<file path="config.mk">
export PLATFORM = sky130hd
export DESIGN_NAME = hazard_unit_flat
export DESIGN_NICKNAME = d
export VERILOG_FILES = /design/src/rtl/cpu_types_pkg.sv /design/src/rtl/hazard_unit_if.sv /design/src/rtl/fwd_sel.sv /design/src/rtl/hazard_unit.sv /design/src/flat_wrapper.sv
export SDC_FILE = /design/constraint.sdc
export NUM_CORES = 1
export LEC_CHECK = 0
export BUFFER_PORTS_ARGS = -buffer_cell sky130_fd_sc_hd__buf_2
export CAP_MARGIN = 20
export CORE_AREA = 2 2 48 50
export CTS_CLUSTER_DIAMETER = 200
export DETAILED_ROUTE_END_ITERATION = 8
export DIE_AREA = 0 0 50 52
export PLACE_DENSITY = 0.82
export SLEW_MARGIN = 20
export SYNTH_ARGS = -nofsm -noshare
export SYNTH_HDL_FRONTEND = slang
export SYNTH_SLANG_ARGS = --single-unit
</file>
<file path="constraint.sdc">
create_clock -name CLK -period 2.99 [get_ports CLK]
set_input_delay 0.299 -clock CLK [delete_from_list [all_inputs] [get_ports CLK]]
set_output_delay 0.299 -clock CLK [all_outputs]
set_load 0.02 [all_outputs]
</file>
<file path="src/rtl/cpu_types_pkg.sv">
// Shared CPU types for the hazard unit: register index and forwarding-select encodings.
package cpu_types_pkg;

    typedef logic [4:0] regbits_t;

    typedef enum logic [1:0] {
        FWD_NONE = 2'b00,
        FWD_WB   = 2'b01,
        FWD_MEM  = 2'b10
    } fwd_sel_t;

    localparam regbits_t REG_ZERO = 5'd0;

    // A pipeline write hits a source only if it is enabled and never for r0.
    function automatic logic reg_hit(input logic wen, input regbits_t dst, input regbits_t src);
        return wen && (dst != REG_ZERO) && (dst == src);
    endfunction

endpackage

</file>
<file path="src/rtl/hazard_unit_if.sv">
// Output bundle of the hazard unit: forwarding selects, stall controls and stall counter.
interface hazard_unit_if;
    import cpu_types_pkg::*;

    fwd_sel_t    forwardA;
    fwd_sel_t    forwardB;
    fwd_sel_t    fwd_store;
    logic        pc_en;
    logic        ifid_en;
    logic        idex_flush;
    logic [31:0] stall_cnt;

    modport hu (output forwardA, forwardB, fwd_store, pc_en, ifid_en, idex_flush, stall_cnt);
    modport tb (input  forwardA, forwardB, fwd_store, pc_en, ifid_en, idex_flush, stall_cnt);

endinterface

</file>
<file path="src/rtl/fwd_sel.sv">
// Forwarding source select for one ID/EX operand; EX/MEM result wins over MEM/WB.
module fwd_sel
    import cpu_types_pkg::*;
(
    input  logic [4:0] src,
    input  logic       exmem_wen,
    input  logic [4:0] exmem_dst,
    input  logic       mem_wen,
    input  logic [4:0] mem_dst,
    output logic [1:0] sel
);

    // Priority select: the younger producer in EX/MEM holds the newest value.
    always_comb begin
        sel = FWD_NONE;
        if (reg_hit(exmem_wen, exmem_dst, src)) begin
            sel = FWD_MEM;
        end else if (reg_hit(mem_wen, mem_dst, src)) begin
            sel = FWD_WB;
        end else begin
            sel = FWD_NONE;
        end
    end

endmodule

</file>
<file path="src/rtl/hazard_unit.sv">
// Pipeline hazard unit: operand forwarding plus single-cycle load-use stall.
// Optional stall counter enabled by defining HAZARD_PERF_EN.
module hazard_unit
    import cpu_types_pkg::*;
(
    input  logic       CLK,
    input  logic       nRST,
    input  logic [4:0] idex_rs,
    input  logic [4:0] idex_rt,
    input  logic [4:0] ifid_rs,
    input  logic [4:0] ifid_rt,
    input  logic       MemRead,
    input  logic [4:0] stall_rt,
    input  logic       idex_MemWrite,
    input  logic       exmem_RegWEN,
    input  logic [4:0] exmem_RegDst,
    input  logic       mem_RegWEN,
    input  logic [4:0] mem_RegDst,
    hazard_unit_if.hu  huif
);

    logic [1:0] fwd_a_s;
    logic [1:0] fwd_b_s;
    logic       load_use_s;
    logic       stall_s;
    logic       stalled_d;
    logic       stalled_q;

    fwd_sel u_fwd_rs (
        .src       (idex_rs),
        .exmem_wen (exmem_RegWEN),
        .exmem_dst (exmem_RegDst),
        .mem_wen   (mem_RegWEN),
        .mem_dst   (mem_RegDst),
        .sel       (fwd_a_s)
    );

    fwd_sel u_fwd_rt (
        .src       (idex_rt),
        .exmem_wen (exmem_RegWEN),
        .exmem_dst (exmem_RegDst),
        .mem_wen   (mem_RegWEN),
        .mem_dst   (mem_RegDst),
        .sel       (fwd_b_s)
    );

    // Load-use detection; the stalled flop suppresses a second back-to-back stall.
    always_comb begin
        load_use_s = MemRead && (stall_rt != REG_ZERO) &&
                     ((stall_rt == ifid_rs) || (stall_rt == ifid_rt));
        stall_s    = load_use_s && !stalled_q;
        stalled_d  = stall_s;
    end

    // Forwarding selects and pipeline controls, all same-cycle.
    always_comb begin
        huif.forwardA   = fwd_sel_t'(fwd_a_s);
        huif.forwardB   = fwd_sel_t'(fwd_b_s);
        if (idex_MemWrite) begin
            huif.fwd_store = fwd_sel_t'(fwd_b_s);
        end else begin
            huif.fwd_store = FWD_NONE;
        end
        huif.pc_en      = !stall_s;
        huif.ifid_en    = !stall_s;
        huif.idex_flush = stall_s;
    end

    // Remember whether the previous cycle stalled.
    always_ff @(posedge CLK or posedge nRST) begin
        if (nRST) begin
            stalled_q <= 1'b0;
        end else begin
            stalled_q <= stalled_d;
        end
    end

`ifdef HAZARD_PERF_EN
    logic [31:0] stall_cnt_d;
    logic [31:0] stall_cnt_q;

    // Free-running stall counter; wraps naturally at 32 bits.
    always_comb begin
        if (stall_s) begin
            stall_cnt_d = stall_cnt_q + 32'd1;
        end else begin
            stall_cnt_d = stall_cnt_q;
        end
    end

    // Counter state.
    always_ff @(posedge CLK or posedge nRST) begin
        if (nRST) begin
            stall_cnt_q <= 32'd0;
        end else begin
            stall_cnt_q <= stall_cnt_d;
        end
    end

    assign huif.stall_cnt = stall_cnt_q;
`else
    assign huif.stall_cnt = 32'd0;
`endif

endmodule

</file>
<file path="src/flat_wrapper.sv">
// flat-port wrapper written by rule: the top's interface ports become plain ports
module hazard_unit_flat import cpu_types_pkg::*;
  (CLK, nRST, idex_rs, idex_rt, ifid_rs, ifid_rt, MemRead, stall_rt, idex_MemWrite, exmem_RegWEN, exmem_RegDst, mem_RegWEN, mem_RegDst, huif_forwardA, huif_forwardB, huif_fwd_store, huif_pc_en, huif_ifid_en, huif_idex_flush, huif_stall_cnt);
  hazard_unit_if huif_i ();
  input  logic CLK;
  input  logic nRST;
  input  logic [4:0] idex_rs;
  input  logic [4:0] idex_rt;
  input  logic [4:0] ifid_rs;
  input  logic [4:0] ifid_rt;
  input  logic MemRead;
  input  logic [4:0] stall_rt;
  input  logic idex_MemWrite;
  input  logic exmem_RegWEN;
  input  logic [4:0] exmem_RegDst;
  input  logic mem_RegWEN;
  input  logic [4:0] mem_RegDst;
  output wire logic [$bits(huif_i.forwardA)-1:0] huif_forwardA;
  output wire logic [$bits(huif_i.forwardB)-1:0] huif_forwardB;
  output wire logic [$bits(huif_i.fwd_store)-1:0] huif_fwd_store;
  output wire logic [$bits(huif_i.pc_en)-1:0] huif_pc_en;
  output wire logic [$bits(huif_i.ifid_en)-1:0] huif_ifid_en;
  output wire logic [$bits(huif_i.idex_flush)-1:0] huif_idex_flush;
  output wire logic [$bits(huif_i.stall_cnt)-1:0] huif_stall_cnt;
  assign huif_forwardA = huif_i.forwardA;
  assign huif_forwardB = huif_i.forwardB;
  assign huif_fwd_store = huif_i.fwd_store;
  assign huif_pc_en = huif_i.pc_en;
  assign huif_ifid_en = huif_i.ifid_en;
  assign huif_idex_flush = huif_i.idex_flush;
  assign huif_stall_cnt = huif_i.stall_cnt;
  hazard_unit u_core (.CLK(CLK), .nRST(nRST), .idex_rs(idex_rs), .idex_rt(idex_rt), .ifid_rs(ifid_rs), .ifid_rt(ifid_rt), .MemRead(MemRead), .stall_rt(stall_rt), .idex_MemWrite(idex_MemWrite), .exmem_RegWEN(exmem_RegWEN), .exmem_RegDst(exmem_RegDst), .mem_RegWEN(mem_RegWEN), .mem_RegDst(mem_RegDst), .huif(huif_i));
endmodule
</file>
=== Word-level counts from Yosys, hierarchy flattened ===
Index checks and enable logic that the tools add are counted.

* Word-level logic and storage cells: 27
* Output and inout port bits: 41
* Input port bits: 41
* Bits in registers: 1

* Reductions and logical operators: 15
* Eq/ne operators: 6
* Mux-type cells: 5

{| class="wikitable"
|+ Operators with widths
! kind !! count
|-
| 5-bit == test || 6
|-
| 5-bit nonzero test || 3
|-
| 1-bit logical AND || 9
|-
| 2-bit 2-to-1 mux || 3
|-
| 1-bit logical NOT || 2
|-
| 1-bit 2-to-1 mux || 2
|-
| 1-bit logical OR || 1
|}

=== Logic depth before layout (Yosys ltp) ===
Gate-level depths: netlist of the first run.

* Depth after elaboration: 6
* Mapped depth: 5

=== Hierarchy ===
Synthesis of the first run repeated with hierarchy kept, for this count alone.

* Cell total of the unflattened synthesis: 97
* Area, all modules: 734.5 um2

{| class="wikitable"
|+ Modules (own cells, without submodules)
! module !! times used !! cells each !! area an instance (um2)
|-
| hazard_unit || 1 || 57 || 431.7
|-
| fwd_sel || 2 || 20 || 151.4
|}

=== Worst setup path before layout of the first run ===
No wires, ideal clock.

* Path type: input to output
* Start: input exmem_RegDst[2]
* End: output huif_fwd_store[1]
* Data required time: 2691 ps
* Arrival: 1779 ps
* Path slack: 912 ps
* Cell stages on the path: 4
* Buffers on the path: 0
* Cells stage by stage: or4_1 -> o21ai_2 -> nor4_1 -> and2_2

* Word-level cells in the longest chain between the ends: 5
* Elaborated cells between the ends (all ways): 6
* Those cells by class: 1 x eq/ne; 2 x mux; 3 x reduce/logical

{| class="wikitable"
|+ RTL lines
! element !! RTL line !! source
|-
| start, declared || flat_wrapper.sv:15 || <nowiki>input logic [4:0] exmem_RegDst;</nowiki>
|-
| 5-bit nonzero test || cpu_types_pkg.sv:16 || <nowiki>return wen && (dst != REG_ZERO) && (dst == src);</nowiki>
|-
| 1-bit logical AND || cpu_types_pkg.sv:16 ||
|-
| 1-bit logical AND * || cpu_types_pkg.sv:16 ||
|-
| 2-bit 2-to-1 mux * || fwd_sel.sv:16 || <nowiki>if (reg_hit(exmem_wen, exmem_dst, src)) begin</nowiki>
|-
| named net huif_forwardB[1] || flat_wrapper.sv:19 || <nowiki>output wire logic [$bits(huif_i.forwardB)-1:0] huif_forwardB;</nowiki>
|-
| 2-bit 2-to-1 mux * || hazard_unit.sv:59 || <nowiki>if (idex_MemWrite) begin</nowiki>
|-
| end, declared || flat_wrapper.sv:20 || <nowiki>output wire logic [$bits(huif_i.fwd_store)-1:0] huif_fwd_store;</nowiki>
|}

Mark *: on every way through the listed nets, which the timed path passes. The rest lies on a longest branch.

=== Worst setup path in the final report of the first run ===
* Start: input exmem_RegDst[0]
* End: output huif_fwd_store[0]

* Word-level cells in the longest chain between the ends: 5
* Elaborated cells between the ends (all ways): 6
* Those cells by class: 1 x eq/ne; 2 x mux; 3 x reduce/logical

{| class="wikitable"
|+ RTL lines
! element !! RTL line
|-
| 5-bit nonzero test || cpu_types_pkg.sv:16
|-
| 1-bit logical AND || cpu_types_pkg.sv:16
|-
| 1-bit logical AND * || cpu_types_pkg.sv:16
|-
| 2-bit 2-to-1 mux * || fwd_sel.sv:16
|-
| 2-bit 2-to-1 mux * || hazard_unit.sv:59
|}

Mark *: on every way between the ends. The rest lies on a longest branch, timed or not.

==> results.md, run 1 <==
* Max-slew headroom at 60.8%
* Fin cells at 166
* Worst setup path start: exmem_RegDst[0]
* Crit path DAT at 1.67 ns
* Initial antenna violation count at 0
* Reg2reg setup slack at 2.33 ns
* Placed insts at 166
* Biggest regs: u_core.stalled_q (1)
* Largest family of logic cells by synthesized area: XOR/XNOR gates
* Routed wire per std cell at 8.60 µm
* Period minus WS final at 1.97 ns
* Post-Syn Area at 702 µm²
* Outcome: finished clean
* Cts hold-fix bufs at 0
* Clk_skew at 0 ns
* Worst Path Buf+Inv at 2
* Number of DRC markers in iteration 0 at 2
* Xor/xnor share of the synthesized area at 37.4%
* Leak pwr at 0.439 nW
* Syn avg cell area at 7.71 µm²
* FMAX at around 0.5 GHz
* FP Rows at 17
* CP Max Fanout at 4
* Reg2reg start: u_core.stalled_q
* Vias in the first global route at between 500 and 600
* Req. time, crit path at 2.69 ns
* Ys Warns at 0
* Commonest cells after routing, fill and taps aside: buf_2, conb_1, xnor2_1
* Area added between synthesis and finish at 21.2%
* Least-Margin Pin Slew at 0.583 ns
* Crit-path cells: buf_2 -> or4_1 -> o21ai_2 -> nor4_1 -> nor4b_2 -> buf_2
* Post-CTS setup buffer count at 0
* Clock-pin slew on the worst setup and hold paths at 0 ns
* Worst Hold Class: input pin to asynchronous set/reset pin
* Slowest cell delay on critical path at 0.55 ns
* Unique masters post-synth at 18
* Most used cell, CP: buf_2
* Cell area after placement at 851 µm²
* Setup crit end: huif_fwd_store[0]
* Max-Cap Viols at 0
* Clk_lat worst skew at 0 ns
* Reg2Reg Capture Point: u_core.stalled_q
* Max reg flops at 1
* WHS at 0.132 ns
* Critical setup path kind: input pin to output port
* Endpoints failing setup at 0
* Fin. Hold Viols at 0
* Largest reg by FF count: u_core.stalled_q
* Synth top area share at 35.3%
* Via count of the routed design at ~700
* # diodes at 0
* Yosys reg bits at 1
* Simple-gate portion of the synthesized area at 16.4%
* Met2 WL post-DR at 722 µm
* First-pass DRT Iterations at 4
* GP Congestion at 0.816
* Die width at 50 µm
* Worst Slack Setup Final at 1.02 ns
* Met1 WL at 476 µm
* Tcrit/Tclk final at 65.9%
* Startpoint types: input pin
* Synth Area in Adders at 0%
* RSZ-0062 raised after global routing: no
* Drt via density at 4.10
* Layout fillers at 230
* Core Region at 2110 µm²
* Die area at 2600 µm²
* Highest metal used: met4
* Commonest non-fill, non-tap cell in the layout: buf_2
* Crit-path slowest cell: or4_1
* All-layer global routing usage at 10.8%
* Fin util at 40.4%
* DRC violations left at 0
* Post-DP HPWL at 1.42 mm
* Synth area leaders: buf_4, xnor2_1, xor2_1
* Final Cell Area at 851 µm²
* Sequential area share after synthesis at 3.57%
* Post-synthesis mux area share at 0%
* Ratio of cells with drive above 1 in the final layout at 37.7%
* Final TNS setup at 0 ns
* ANT nets after route at 0
* Total grt overflow at 0
* Final net count at 181
* Tot Pwr at between 0.1 and 0.15 mW
* Die Y at 52 µm
* Largest net degree at the start of global routing at 5
* Post-synth top area cell: buf_4
* Peak VDD IR at about 0.00012 V
* Critical Path Stages at 6
* Io pins at between 80 and 90
* Final wirelength at approximately 1.4 mm
* Met3 WL at 215 µm
* Top delay family on crit path: simple AND/OR/NAND/NOR gates
* Pwr/cell area at roughly 170 nW/µm²
* Pre-CTS setup slack at a little over 1 ns
* Post-cts gate resize count at 0
* Initial Util at 33.3%
* Complex-gate fraction of the synthesized area at under 10%
* Slew Limit Fails at 0
* Post-Syn Instances at between 90 and 100
* Element type at the critical path end: output port
* Reg2reg path depth at 2
* First-pass GRT wire length at 2.26 mm
* I/O Buffers at 49
[where the power goes]
part	total, mW	internal, mW	leakage, nW	switching [mW]
combinational	0.128	0.0492	0.425	0.0785
clock	0	0	0	0
sequential	0.0143	0.0142	0.0139	0.0000979
total	0.142	0.0634	0.439	0.0786
[cell usage after synthesis]
master,count
or4_1,3
nor4_1,2
conb_1,1
inv_1,2
and2_2,1
xnor2_1,20
buf_4,33
o21ai_2,1
nor4b_2,1
o2111a_1,1
o21ai_0,1
nand3_1,6
nand2_1,2
xor2_1,10
o22ai_1,1
dfrtp_1,1
nor3_1,4
o2111ai_1,1
[layer usage]
layer | GRT usage [%] | up-vias
li1 | - | 332
met1 | 10.9 | 292
met2 | 22.1 | 54
met3 | 2.87 | 2
met4 | 1.39 | 0
met5 | 0 | -
[worst reg2reg max path, cell delays in order, from the launching register on]
cell and delay [ns]:
dfrtp_1 0.33, inv_1 0.06, o2111a_1 0.19
[kinds of logic after synthesis]
logic type | count (synthesis)
flops | 1
compound gates | 5
other cells | 1
simple gates | 19
buf+inv | 35
xor+xnor | 30
[final cells by class]
type                            count  area, µm²  area share, %
Sequential cell                     1       25.0           2.94
Multi-Input combinational cell     86        538           63.2
Tap cell                           28       35.0           4.12
Inverter                            2       7.51          0.882
Timing Repair Buffer               49        245           28.8
[worst min path at each step]
stage	slack, ns	depth (start not counted)	to
4_1_cts	0.13	2	u_core.stalled_q
2_1_floorplan	0.03	1	u_core.stalled_q
3_5_place_dp	0.13	2	u_core.stalled_q
5_1_grt	0.15	2	u_core.stalled_q
3_3_place_gp	0.13	2	u_core.stalled_q
6_report	0.13	2	u_core.stalled_q
Note: power is estimated with default switching activity, not from simulation.
==> run 2: changes to the inputs <==
CORE_AREA = 2 2 50 52   (was 2 2 48 50)
DIE_AREA = 0 0 52 54   (was 0 0 50 52)
PLACE_DENSITY = 0.76   (was 0.82)
clock period = 2 ns   (was 2.99 ns; I/O delays follow)
==> results.md, run 2 (synthesis gave the netlist of run 1 again) <==
* Biggest regs: u_core.stalled_q (1)
* Slowest cell delay on critical path at 0.56 ns (about the same)
* Layout fillers at 247 (+7.4%)
* Clock-pin slew on the worst setup and hold paths at 0 ns (unchanged)
* All-layer global routing usage at 10.8% (+0.034 points)
* Initial Util at 30.3% (-3.1 points)
* Worst Hold Class: input pin to asynchronous set/reset pin
* Drt via density at 4.01 (-2.2%)
* Crit-path slowest cell: or4_1
* Max-Cap Viols at 0 (unchanged)
* Peak VDD IR at 0.000147 V (+20%)
* Area added between synthesis and finish at 22.6%
* RSZ-0062 raised after global routing: no
* Largest net degree at the start of global routing at 5 (unchanged)
* First-pass DRT Iterations at 1 (-3)
* Sequential share of power at 9.9% (-0.2 points)
* Clk_lat worst skew at 0 ns (unchanged)
* Reg2reg setup slack at 1.33 ns (-1.00 ns)
* GP Congestion at 0.771 (-5.5%)
* Req. time, crit path at 1.80 ns (-0.89 ns)
* Cts hold-fix bufs at 0 (unchanged)
* Outcome: finished clean
* Worst Slack Setup Final at 0.160 ns (-0.860 ns)
* ANT nets after route at 0 (unchanged)
* Clk_skew at 0 ns (unchanged)
* Met2 WL post-DR at 804 µm (+11%)
* Startpoint types: input pin
* P_int at 0.0962 mW (+52%)
* Commonest cells after routing, fill and taps aside: buf_2, conb_1, xnor2_1
* Crit path DAT at 1.64 ns (-0.03 ns)
* Ratio of cells with drive above 1 in the final layout at 38.1% (+0.45 points)
* Pwr/cell area at 250 nW/µm² (+50%)
* Top delay family on crit path: simple AND/OR/NAND/NOR gates
* Io pins at 82 (unchanged)
* Most used cell, CP: buf_2
* FMAX at ~0.54 GHz
* Final net count at 182 (+0.55%)
* Crit-path cells: buf_2 -> or4_1 -> o21ai_2 -> nor4_1 -> nor4b_2 -> buf_2
* Fin. Hold Viols at 0 (unchanged)
* Element type at the critical path end: output port
* Number of DRC markers in iteration 0 at 0 (-2)
* Routed wire per std cell at 9.44 µm (+9.7%)
* Die width at 52 µm (+4.0%)
* Clk pwr share at 0% (unchanged)
* I/O Buffers at 49 (unchanged)
* Comb power frac at 90.1% (+0.2 points)
* Final TNS setup at 0 ns (unchanged)
* Via count of the routed design at 677 (-0.44%)
* Commonest non-fill, non-tap cell in the layout: buf_2
* Post-cts gate resize count at 0 (unchanged)
* Sw frac at 55.3% (about the same)
* Period minus WS final at 1.84 ns
* Tcrit/Tclk final at 92.0%
* Vias in the first global route at 616 (+5.3%)
* Worst Path Buf+Inv at 2 (unchanged)
* CP Max Fanout at 4 (unchanged)
* Leak pwr at 0.443 nW (+1.1%)
* Core Region at 2320 µm² (+10%)
* Least-Margin Pin Slew at 0.728 ns (+0.145 ns)
* First-pass GRT wire length at 2.37 mm (+5.2%)
* Slew Limit Fails at 0 (unchanged)
* Die area at 2810 µm² (+8.0%)
* Endpoints failing setup at 0 (unchanged)
* Max-slew headroom at 51.0% (-9.8 points)
* Total grt overflow at 0 (unchanged)
* Largest reg by FF count: u_core.stalled_q
* Post-CTS setup buffer count at 0 (unchanged)
* Psw at 0.119 mW (+52%)
* Critical setup path kind: input pin to output port
* Met3 WL at 219 µm (+1.9%)
* Initial antenna violation count at 0 (unchanged)
* Final wirelength at 1.60 mm (+12%)
* FP Rows at 18 (+1)
* Pre-CTS setup slack at 0.158 ns (-0.855 ns)
* Die Y at 54 µm (+3.8%)
* Max reg flops at 1 (unchanged)
* # diodes at 0 (unchanged)
* DRC violations left at 0 (unchanged)
* Met1 WL at 571 µm (+20%)
* Highest metal used: met3
-- run 2: cell count changes in the layout (fill, tap and decap cells not counted) --
cell,change
buf_4,+1
-- run 2: worst reg2reg max path: cells and delay by family, from the launching register on --
| kind | cells | cell delay [ns] |
|---|---|---|
| DFF | 1 | 0.34 |
| AOI/OAI and AO/OA | 1 | 0.19 |
| buffers and inverters | 1 | 0.06 |
-- run 2: per-stage QoR --
step / hold slack (ns) / util, % / total power, mW / instance area [µm²] / instances
5_1_grt: 0.0448 / 37.1 / 0.237 / 861 / 169
6_report: 0.0351 / 37.1 / 0.215 / 861 / 169
2_1_floorplan: -0.0713 / - / 0.192 / 818 / 122
3_5_place_dp: 0.0385 / 37.1 / 0.216 / 861 / 169
3_3_place_gp: 0.0395 / 37.1 / 0.213 / 861 / 169
4_1_cts: 0.0385 / 37.1 / 0.216 / 861 / 169
-- run 2: power groups by stage --
| stage | logic (mW) | clock network (mW) | registers (mW) |
|---|---|---|---|
| finish | 0.194 | 0 | 0.0214 |
| global route | 0.215 | 0 | 0.0215 |
| detailed placement | 0.194 | 0 | 0.0214 |
| floorplan | 0.170 | 0 | 0.0214 |
| global placement | 0.192 | 0 | 0.0214 |
| CTS | 0.195 | 0 | 0.0215 |
-- run 2: final timing paths --
check / from / to / cells past startpoint
max: exmem_RegDst[0] / huif_fwd_store[0] / 6
min: nRST / u_core.stalled_q / 2
max reg2reg: u_core.stalled_q / u_core.stalled_q / 2
min reg2reg: u_core.stalled_q / u_core.stalled_q / 2
max in group asynchronous: nRST / u_core.stalled_q / 2
min in group CLK: MemRead / u_core.stalled_q / 2
-- run 2: cell type report --
cell class                 instances  area [µm²]  share of cell area (%)
timing repair buffer              50         253                    29.4
multi-input combinational         86         538                    62.5
tap                               30        37.5                    4.36
inverter                           2        7.51                   0.872
sequential                         1        25.0                    2.91
-- run 2: routing by layer --
layer / track usage, % / up-vias
met3: 1.39 / 0
met5: 0 / -
li1: - / 334
met4: 0 / 0
met2: 22.2 / 55
met1: 12.5 / 288
